$ cat config.mk
export PLATFORM = sky130hd
export DESIGN_NAME = instr_fetch_unit
export DESIGN_NICKNAME = d
export VERILOG_FILES = /design/src/rtl/fetch_pkg.sv /design/src/rtl/fetch_out_reg.sv /design/src/rtl/instr_fetch_unit.sv
export SDC_FILE = /design/constraint.sdc
export NUM_CORES = 1
export LEC_CHECK = 0
export BUFFER_PORTS_ARGS = -buffer_cell sky130_fd_sc_hd__buf_2
export CORE_MARGIN = 2
export CORE_UTILIZATION = 34
export CTS_BUF_LIST = sky130_fd_sc_hd__clkbuf_4
export DETAILED_ROUTE_END_ITERATION = 6
export PLACE_DENSITY_LB_ADDON = 0.08
export SLEW_MARGIN = 20
export SYNTH_ARGS = -nofsm -noshare
export SYNTH_HDL_FRONTEND = slang
export SYNTH_SLANG_ARGS = --single-unit
$ cat constraint.sdc
create_clock -name clk -period 4.35 [get_ports clk]
set_clock_uncertainty 0.05 [all_clocks]
set_input_delay 0.435 -clock clk [delete_from_list [all_inputs] [get_ports clk]]
set_output_delay 0.435 -clock clk [all_outputs]
set_load 0.1 [all_outputs]
$ cat src/rtl/fetch_pkg.sv
// Shared widths, PC increment and FSM state type for the instruction fetch slice.
package fetch_pkg;
  localparam int unsigned ADDR_W  = 32;
  localparam int unsigned INSTR_W = 32;
  localparam logic [ADDR_W-1:0] PC_STEP = 32'd4;

  typedef enum logic {
    RUN  = 1'b0,
    HALT = 1'b1
  } fetch_state_t;
endpackage

$ cat src/rtl/fetch_out_reg.sv
// Valid/ready output register holding the instruction presented to decode.
// flush beats load; a transfer with no refill drops instr_valid.
module fetch_out_reg
  import fetch_pkg::*;
(
  input  logic               clk,
  input  logic               rst_n,
  input  logic               load,
  input  logic               flush,
  input  logic [INSTR_W-1:0] load_instr,
  input  logic [ADDR_W-1:0]  load_pc,
  input  logic               out_ready,
  output logic [INSTR_W-1:0] instr,
  output logic [ADDR_W-1:0]  instr_pc,
  output logic               instr_valid,
  output logic               slot
);
  assign slot = !instr_valid || out_ready;

  always_ff @(posedge clk or negedge rst_n) begin
    if (!rst_n) begin
      instr       <= '0;
      instr_pc    <= '0;
      instr_valid <= 1'b0;
    end else if (flush) begin
      instr_valid <= 1'b0;
    end else if (load) begin
      instr       <= load_instr;
      instr_pc    <= load_pc;
      instr_valid <= 1'b1;
    end else if (instr_valid && out_ready) begin
      instr_valid <= 1'b0;
    end
  end
endmodule

$ cat src/rtl/instr_fetch_unit.sv
// Instruction fetch: PC register, RUN/HALT FSM, redirect handling.
// Optional FETCH_PERF_EN adds fetch_count / redirect_count outputs.
module instr_fetch_unit
  import fetch_pkg::*;
#(
  parameter logic [ADDR_W-1:0] RESET_PC  = 32'd0,
  parameter logic [ADDR_W-1:0] HALT_ADDR = 32'd80
) (
  input  logic               clk,
  input  logic               rst_n,
  output logic [ADDR_W-1:0]  imem_addr,
  input  logic [INSTR_W-1:0] imem_data,
  output logic [INSTR_W-1:0] instr,
  output logic [ADDR_W-1:0]  instr_pc,
  output logic               instr_valid,
  input  logic               instr_ready,
  input  logic               redirect_valid,
  input  logic [ADDR_W-1:0]  redirect_target,
  output logic               halted,
`ifdef FETCH_PERF_EN
  output logic [31:0]        fetch_count,
  output logic [31:0]        redirect_count,
`endif
  output logic               misalign
);
  fetch_state_t      state, state_d;
  logic [ADDR_W-1:0] pc, pc_d;
  logic              load, flush, slot, misalign_set;

  assign imem_addr = pc;
  assign halted    = (state == HALT);

  always_comb begin
    state_d      = state;
    pc_d         = pc;
    load         = 1'b0;
    flush        = 1'b0;
    misalign_set = 1'b0;
    case (state)
      RUN: begin
        if (redirect_valid) begin
          pc_d         = {redirect_target[ADDR_W-1:2], 2'b00};
          flush        = 1'b1;
          misalign_set = |redirect_target[1:0];
        end else if (pc == HALT_ADDR) begin
          state_d = HALT;
        end else if (slot) begin
          load = 1'b1;
          pc_d = pc + PC_STEP;
        end
      end
      default: ;
    endcase
  end

  always_ff @(posedge clk or negedge rst_n) begin
    if (!rst_n) begin
      state    <= RUN;
      pc       <= RESET_PC;
      misalign <= 1'b0;
    end else begin
      state <= state_d;
      pc    <= pc_d;
      if (misalign_set) misalign <= 1'b1;
    end
  end

`ifdef FETCH_PERF_EN
  always_ff @(posedge clk or negedge rst_n) begin
    if (!rst_n) begin
      fetch_count    <= '0;
      redirect_count <= '0;
    end else begin
      if (load)  fetch_count    <= fetch_count + 32'd1;
      if (flush) redirect_count <= redirect_count + 32'd1;
    end
  end
`endif

  fetch_out_reg u_out (
    .clk        (clk),
    .rst_n      (rst_n),
    .load       (load),
    .flush      (flush),
    .load_instr (imem_data),
    .load_pc    (pc),
    .out_ready  (instr_ready),
    .instr      (instr),
    .instr_pc   (instr_pc),
    .instr_valid(instr_valid),
    .slot       (slot)
  );
endmodule
* Word level (Yosys, flattened, before mapping)
Cells that the tools add are included.
Word-level totals: input port bits 68, word-level logic and storage cells 36, flip-flop bits (word level) 99
Operators by class: $add $sub $neg 1, equal/unequal tests 2, bitwise gates (word level) 2, mux-type cells 17, reductions and logical operators 8
Operators with widths (number):
- two-way mux 32 bit | 3
- adder 32 x 3 -> 32 bit, second input constant | 1
- == test 32 x 7 -> 1 bit, second input constant | 1
- two-way mux 1 bit | 14
- AND reduction 3 bit | 1
- nonzero test 3 bit | 1
- inequality test 2 bit, second input constant | 1
- inverter 1 bit | 2
- AND reduction 2 bit | 1
- nonzero test 2 bit | 1
- OR reduction 2 bit | 1
- logical AND 1 bit | 1
- logical NOT 1 bit | 1
- logical OR 1 bit | 1

* Depth between registers and ports, before layout
Gate-level depths: netlist of the first run.
depth in word-level cells 8, mapped depth 9

* Hierarchy
Synthesis of the first run repeated with hierarchy kept, for this count alone.
Unflattened totals: cell total of the unflattened synthesis 413, area total of the unflattened synthesis 5056.1 µm²
By module, submodules not included:
- fetch_out_reg | times used 1, area each 2741.4 µm², cells an instance 140, sequential area each 1626.6 µm²
- instr_fetch_unit | times used 1, area each 2314.7 µm², cells an instance 273, sequential area each 800.8 µm²

* Least setup slack after synthesis of the first run
Ideal clock, no wire load.
path type reg2reg, start register pc[2] (netlist: imem_addr[2]), end register u_out.instr[10], clock period less this slack 2.778 ns, slack 1.572 ns, stages on the path, launching flop included 9, arrival 2.603 ns, buffers on the path 1, cells stage by stage dfrtp_1 inv_1 ha_1 nor4b_1 nand4_1 o31ai_4 nor2_2 buf_2 mux2_2
On the way: longest elaborated chain between the ends 5
Ends and longest elaborated chain:
- start: declaration | line instr_fetch_unit.sv:27 | logic [ADDR_W-1:0] pc, pc_d;
- start signal: assignment | line instr_fetch_unit.sv:63 | pc <= pc_d;
- == test 32 x 7 -> 1 bit | line instr_fetch_unit.sv:45 | end else if (pc == HALT_ADDR) begin
- two-way mux 1 bit | line instr_fetch_unit.sv:45
- two-way mux 1 bit | line instr_fetch_unit.sv:41 | if (redirect_valid) begin
- two-way mux 1 bit | line instr_fetch_unit.sv:39 | case (state)
- AND reduction 2 bit (no line)
- end signal: assignment | line fetch_out_reg.sv:28 | instr <= load_instr;
- end: declaration | line fetch_out_reg.sv:13 | output logic [INSTR_W-1:0] instr,
No other way between the ends. A chain may end at the register's enable or synchronous reset.

* Worst setup path after layout of the first run
start register pc[2] (netlist: imem_addr[2]), end register u_out.instr_pc[27]
On the way: longest elaborated chain between the ends 5
Ends and longest elaborated chain:
- == test 32 x 7 -> 1 bit | line instr_fetch_unit.sv:45
- two-way mux 1 bit | line instr_fetch_unit.sv:45
- two-way mux 1 bit | line instr_fetch_unit.sv:41
- two-way mux 1 bit | line instr_fetch_unit.sv:39
- AND reduction 2 bit (no line)
- end signal: assignment | line fetch_out_reg.sv:29 | instr_pc <= load_pc;
- end: declaration | line fetch_out_reg.sv:14 | output logic [ADDR_W-1:0] instr_pc,
No other way between the ends.

==> results.ini, run 1 <==
[die]
core_area_sq_um = 13200
start_util_pct = 34.7
die_w_um = 120
rows = 42
die-height_um = 120
dieArea_sq_um = 14400
pin_count = 167

[clocking]
cts_buffers = 9
clkSinkCount = 95
clk_latency_ns = 0.46
clk_pin_slew_ns = 0.15
cts_tree = yes
ctsResizeCount = 0
clockBufferDepth = 2
cts_setup_buffers = 0
htreeDepth = 3
cts-root-buf = clkbuf_4

[detailed_routing]
drt-total-wl_mm = 13.0
first_iter_violations = 164
route.antenna.remaining_nets = 0
vias_per_cell = 5.23
vias = 3875
post_drt_wl_per_cell_um = 17.5
dr.pass1.iters = 4
route.detailed.drc = 0

[placed_design]
placement.io_buffers = 162
place_area_sq_um = 5480
dp_slack_ns = 1.20
routabilityCongestion = 0.833
hpwl_mm = 8.84

[timing]
worstMarginPinSlew_ns = 0.992
setup-tns-final_ns = 0
setup_viol = 0
period_share_pct = 71.4
slew_headroom_pct = 33.7
final.min_clock_period_ns = 3.11
max_freq_mhz = 322
worst_slack_ns = 1.24
hold_viol = 0
drv_slew = 0
grt_setup_unrepaired = no

[worst_setup_path]
crit_path_max_incr_delay_ns = 0.77
reg2reg_from = imem_addr[2]
worstPathArrival_ns = 3.41
rrSetupSlack_ns = 1.24
required_ns = 4.65
r2r_cells = 8
slowest_stage = or2_2
startpoint_type = flop
endpoint_kind = flop
cp_max_fo = 34
path_cells = inv_1 > ha_1 > nor4b_1 > nand4_1 > o31ai_4 > buf_4 > or2_2 > mux2_2
crit_type = reg -> reg
timing.rr.end = u_out.instr_pc[27]

[yosys]
ys.flop_type = dfrtp_1
synthAdderAreaFrac_pct = 0.547
synthSimpleGateAreaFrac_pct = 15.9
synth_top_family_by_area = simple AND/OR/NAND/NOR gates
synthMuxAreaShare_pct = 15.1
syn_area_sq_um = 4580
syn_area_per_cell_sq_um = 11.1
ys_async_sr_fraction_pct = 100
synth.distinct_cells = 54
synth-xor-area-share_pct = 0
yosys_warnings = 0
synth_compound_area_share_pct = 11.3
netlist_instances = 413
synth_edf_count = 0
synth-seq-cells = 95
ys_seq_area_share_pct = 51.9

[power]
cellLeakagePower_nw = 2.57
power_mw = 2.88
ir_worst_vdd_mv = 0.213
power_density_nw_per_um2 = 510

[final_layout]
layout_common_cells = buf_2 (161), dfrtp_1 (95), mux2_2 (36), nor2_1 (28), nand2_1 (25)
fin_area_sq_um = 5640
regArea_sq_um = 2380
multi_input_area_sq_um = 1990
area_delta_synth_final_pct = 23.2
fillCellCount = 1323
diodes = 0
final_util_pct = 42.7
drive_gt1_share_pct = 40.2
final_common_cell = buf_2
nets = 631

[min_path]
whs_endpoint = imem_addr[9]
hold_depth = 3
hp-class = in -> reg
min-delay-start = redirect_target[9]

[global_route]
grt_overflow_total = 0
grt_pass1_vias = 3776
grt_start_max_net_pins = 57
antenna_found_initial = 1
grt_use_total_pct = 18.7
grt_pass1_wl_mm = 20.7

[run_status]
status = complete, no violations

[flow_run]
maxCapViolCount = 0

==> cell type report <==
| class | instances | share of cell area [%] |
|---|---|---|
| clock inverter | 5 | 1.31 |
| clock buffer | 10 | 1.33 |
| timing repair buffer | 170 | 15.5 |
| sequential | 95 | 42.2 |
| inverter | 8 | 0.533 |
| multi-input combinational | 277 | 35.2 |
| tap | 176 | 3.91 |
==> Yosys cell counts, types with 8 or more instances <==
cell type / number / area (sq um)
nand3_1: 22 / 110
mux2_2: 36 / 405
clkbuf_1: 13 / 48.8
a22oi_1: 8 / 60.1
o22ai_1: 9 / 56.3
nand2_1: 25 / 93.8
buf_2: 12 / 60.1
o21ai_0: 11 / 55.1
nor2_1: 28 / 105
nand4_1: 14 / 87.6
dfrtp_1: 95 / 2380
and4_1: 8 / 70.1
mux2_1: 22 / 248
a31oi_1: 8 / 50.1
==> metal layers <==
metal  global-route usage [%]  routed length, um  up-vias
met1                     25.2               5750     1909
met4                     7.21                235        0
met2                     28.6               6000      136
met3                     5.28                967       14
li1                         -                  -     1816
met5                        0                  0        -
==> registers in the layout, indices dropped and copies added, names as in the netlist <==
register / count
u_out.instr_pc: 30
halted: 1
u_out.instr_valid: 1
imem_addr: 30
misalign: 1
u_out.instr: 32
==> how the worst max path moves through the flow <==
stage                          to  depth (start not counted)    startpoint  slack [ns]
2_1_floorplan     u_out.instr[10]                          8  imem_addr[2]        1.57
5_1_grt        u_out.instr_pc[27]                          8  imem_addr[2]        0.94
3_5_place_dp   u_out.instr_pc[29]                          8  imem_addr[2]        1.20
6_report       u_out.instr_pc[27]                          8  imem_addr[2]        1.24
4_1_cts        u_out.instr_pc[27]                          8  imem_addr[2]        1.17
3_3_place_gp   u_out.instr_pc[27]                          8  imem_addr[2]        1.26
==> critical path: cells and delay by family (launching register included) <==
kind | cells | cell delay (ns)
compound gates | 1 | 0.21
fa+ha+maj | 1 | 0.14
mux | 1 | 0.41
flops | 1 | 0.47
buf+inv | 2 | 0.45
simple gates | 3 | 1.26
==> where the power goes <==
group	total [mW]	switching, mW	internal (mW)	leakage (nW)
registers	1.10	0.100	0.996	1.11
clock network	0.529	0.296	0.233	0.0837
logic	1.25	1.05	0.204	1.38
total	2.88	1.44	1.43	2.57
==> logic make-up (layout without fill, tap and decap cells) <==
group	count (synthesis)	after routing
and+or+nand+nor	136	136
DFF	95	95
AOI/OAI and AO/OA	73	73
muxes	62	62
buffers and inverters	44	193
adders and majority gates	2	2
other	1	4
==> repair_timing <==
| action | CTS | global route |
|---|---|---|
| endpoints found under the setup margin | 0 | 0 |
| hold buffers | 1 | 0 |
| endpoints found under the hold margin | 55 | 0 |
==> stage by stage <==
stage	hold slack, ns	instances
3_5_place_dp	0.418	725
6_report	0.104	741
2_1_floorplan	0.0894	416
3_3_place_gp	0.412	725
4_1_cts	0.0673	741
5_1_grt	0.0854	741
Note: power is estimated with default switching activity, not from simulation.
==> run 2: changes to the inputs <==
- ABC_AREA: not set -> 1
- clock period: 4.35 -> 3 ns (I/O delays scaled with it)
==> run 2 against run 1 <==
Compared with the run above: combinational power down 59%; first-iteration DRC count grew 74%; largest cell class unchanged; area after synthesis increased by 8.9%; cell area rose by 11%; via count up 28%; power decreased by 13%; critical endpoint is now u_out.instr[4]; maximum frequency grew 49%.
==> results.ini, run 2 <==
[detailed_routing]
dr.pass1.iters = 5  ; +1
first_iter_violations = 286  ; +74%
route.detailed.drc = 0  ; unchanged
post_drt_wl_per_cell_um = 14.8  ; -15%
route.antenna.remaining_nets = 0  ; unchanged
vias = 4962  ; +28%
vias_per_cell = 4.72  ; -9.7%
drt-total-wl_mm = 15.5  ; +20%

[clocking]
ctsResizeCount = 0  ; unchanged
clkSinkCount = 95  ; unchanged
clk_pin_slew_ns = 0.14  ; about the same
ctsHoldBuffers = 31  ; +30
cts_tree = yes
clk_latency_ns = 0.48  ; +0.02 ns
htreeDepth = 3  ; unchanged
cts-root-buf = clkbuf_4
cts_buffers = 9  ; unchanged
clockBufferDepth = 2  ; unchanged
cts_setup_buffers = 0  ; unchanged

[final_layout]
top_register = u_out.instr
regArea_sq_um = 2380  ; unchanged
fillCellCount = 1519  ; +15%
largest_reg_flops = 32  ; unchanged
multi_input_area_sq_um = 2100  ; +5.9%
area_delta_synth_final_pct = 26.0
final_common_cell = nand2_1
drive_gt1_share_pct = 23.2  ; -17 points
layout_common_cells = nand2_1 (233), buf_2 (161), dfrtp_1 (95), inv_1 (72), o21ai_0 (67)
nets = 933  ; +48%
diodes = 0  ; unchanged

[global_route]
grt_use_total_pct = 20.4  ; +1.7 points
grt_pass1_vias = 4972  ; +32%
grt_start_max_net_pins = 60  ; +5.3%
antenna_found_initial = 0  ; -1
grt_overflow_total = 0  ; unchanged
grt_pass1_wl_mm = 25.6  ; +24%

[die]
die_w_um = 125  ; +4.2%
rows = 44  ; +4.8%
pin_count = 167  ; unchanged
core_area_sq_um = 14400  ; +9.4%
dieArea_sq_um = 15600  ; +8.5%
die-height_um = 125  ; +4.2%
start_util_pct = 34.5  ; -0.16 points

[yosys]
synth_top_area_cell = dfrtp_1
synth-seq-cells = 95  ; unchanged
synth.most_common_cell = nand2_1
yosys_warnings = 0  ; unchanged
syn_area_per_cell_sq_um = 7.32  ; -34%
synthTopCellsByCount = nand2_1 (233), dfrtp_1 (95), inv_1 (72)
synth.distinct_cells = 28  ; -48%
synth_area_leaders = dfrtp_1 (48%), nand2_1 (18%), o21ai_0 (6.7%)
syn_area_sq_um = 4980  ; +8.9%
ys_async_sr_fraction_pct = 100  ; unchanged
ys_seq_area_share_pct = 47.7  ; -4.2 points
synth_top_area_share_pct = 47.7  ; -4.2 points
netlist_instances = 681  ; +65%
ys.flop_type = dfrtp_1
synth_edf_count = 0  ; unchanged

[power]
ir_worst_vdd_mv = 0.153  ; -28%
pwr-share-clk_pct = 25.8  ; +7.4 points
pwr-share-comb_pct = 20.5  ; -23 points
power_switching_mw = 0.876  ; -39%
switching_share_pct = 34.9  ; -15 points
internal-power_mw = 1.63  ; +14%
seq_power_share_pct = 53.8  ; +16 points
power_density_nw_per_um2 = 400  ; -22%
cellLeakagePower_nw = 3.42  ; +33%

[flow_run]
maxCapViolCount = 0  ; unchanged

[timing]
worstMarginPinSlew_ns = 0.634  ; -0.357 ns
grt_setup_unrepaired = no
final.min_clock_period_ns = 2.08  ; -1.02 ns
drv_slew = 0  ; unchanged
timing.hold.ws_ns = 0.0226  ; -0.0811 ns
period_share_pct = 69.4  ; -2.0 points
hold_viol = 0  ; unchanged
max_freq_mhz = 480  ; +49%
setup_viol = 0  ; unchanged
setup-tns-final_ns = 0  ; unchanged
slew_headroom_pct = 57.7  ; +24 points

[min_path]
hp-class = in -> reg

[worst_setup_path]
cp_max_fo = 59  ; +74%
worstPathArrival_ns = 2.37  ; -1.04 ns
endpoint_kind = flop
required_ns = 3.29  ; -1.36 ns
crit_type = reg -> reg
startpoint_type = flop

[placed_design]
placement.io_buffers = 162  ; unchanged
hpwl_mm = 11.1  ; +26%
routabilityCongestion = 0.884  ; +6.2%

[run_status]
status = complete, no violations

-- run 2: cell count changes after synthesis, moves of 8 or more --
cell,delta
nand4_1,-12
nand2_1,+208
or2_2,+9
a22oi_1,-8
o22ai_1,-9
o21ai_0,+56
nor2_1,+37
mux2_1,-22
and4_1,-8
mux2_2,-36
inv_1,+65
nand3_1,+41
o21ai_1,+19
-- run 2: through the flow --
step / util, % / area, sq um / cells / power [mW] / setup slack [ns]
floorplan: - / 4990 / 684 / 1.71 / 0.598
global placement: 40.6 / 5860 / 1005 / 1.85 / 1.01
detailed placement: 40.6 / 5860 / 1005 / 1.86 / 0.938
finish: 43.5 / 6280 / 1051 / 2.51 / 0.918
CTS: 43.5 / 6280 / 1051 / 2.55 / 0.904
global route: 43.5 / 6280 / 1051 / 2.65 / 0.622
-- run 2: per-layer routing --
layer | GRT usage (%) | wire length, um
met5 | 0 | 0
met2 | 33.2 | 7080
met3 | 3.25 | 743
met1 | 27.8 | 7410
met4 | 6.80 | 293
-- run 2: path summary, 6_finish.rpt --
check                                      from              end  slack, ns  cells past startpoint
worst max-delay path               imem_addr[2]   u_out.instr[4]       0.92                     10
worst min-delay path              imem_data[29]  u_out.instr[29]       0.02                      3
worst max register to register     imem_addr[2]   u_out.instr[4]       0.92                     10
worst min register to register  u_out.instr[14]  u_out.instr[14]       0.45                      2
max in group asynchronous                 rst_n    imem_addr[10]       1.77                      3
min in group asynchronous                 rst_n  u_out.instr[25]       0.31                      2
-- run 2: kinds of logic after synthesis --
logic type / after synthesis / synth area share, %
compound gates: 94 / 9.69
xor+xnor: 1 / 0.176
buf+inv: 108 / 10.3
fa+ha+maj: 2 / 0.502
flops: 95 / 47.7
other cells: 1 / 0.0753
simple gates: 380 / 31.5
-- run 2: area by class of cell --
| type | count | share of cell area (%) |
|---|---|---|
| clock inverter | 3 | 0.339 |
| inverter | 77 | 4.60 |
| clock buffer | 12 | 1.43 |
| tap | 184 | 3.67 |
| timing repair buffer | 199 | 18.6 |
| sequential | 95 | 37.9 |
| multi-input combinational | 481 | 33.5 |
-- run 2: power by group through the flow --
stage          registers, mW  logic [mW]  clock network, mW
2_1_floorplan           1.54       0.162                  0
3_3_place_gp            1.37       0.483                  0
3_5_place_dp            1.37       0.484                  0
4_1_cts                 1.35       0.516              0.684
5_1_grt                 1.36       0.556              0.735
6_report                1.35       0.513              0.646
-- run 2: worst max-delay path, stage by stage, from the launching register on --
cell and delay [ns]:
dfrtp_1 0.46, inv_1 0.14, ha_1 0.18, nand2_1 0.06, nor2_1 0.10, nand2_1 0.06, nor2_1 0.11, nand2_2 0.09
nand3_4 0.09, buf_4 0.44, o21ai_0 0.16
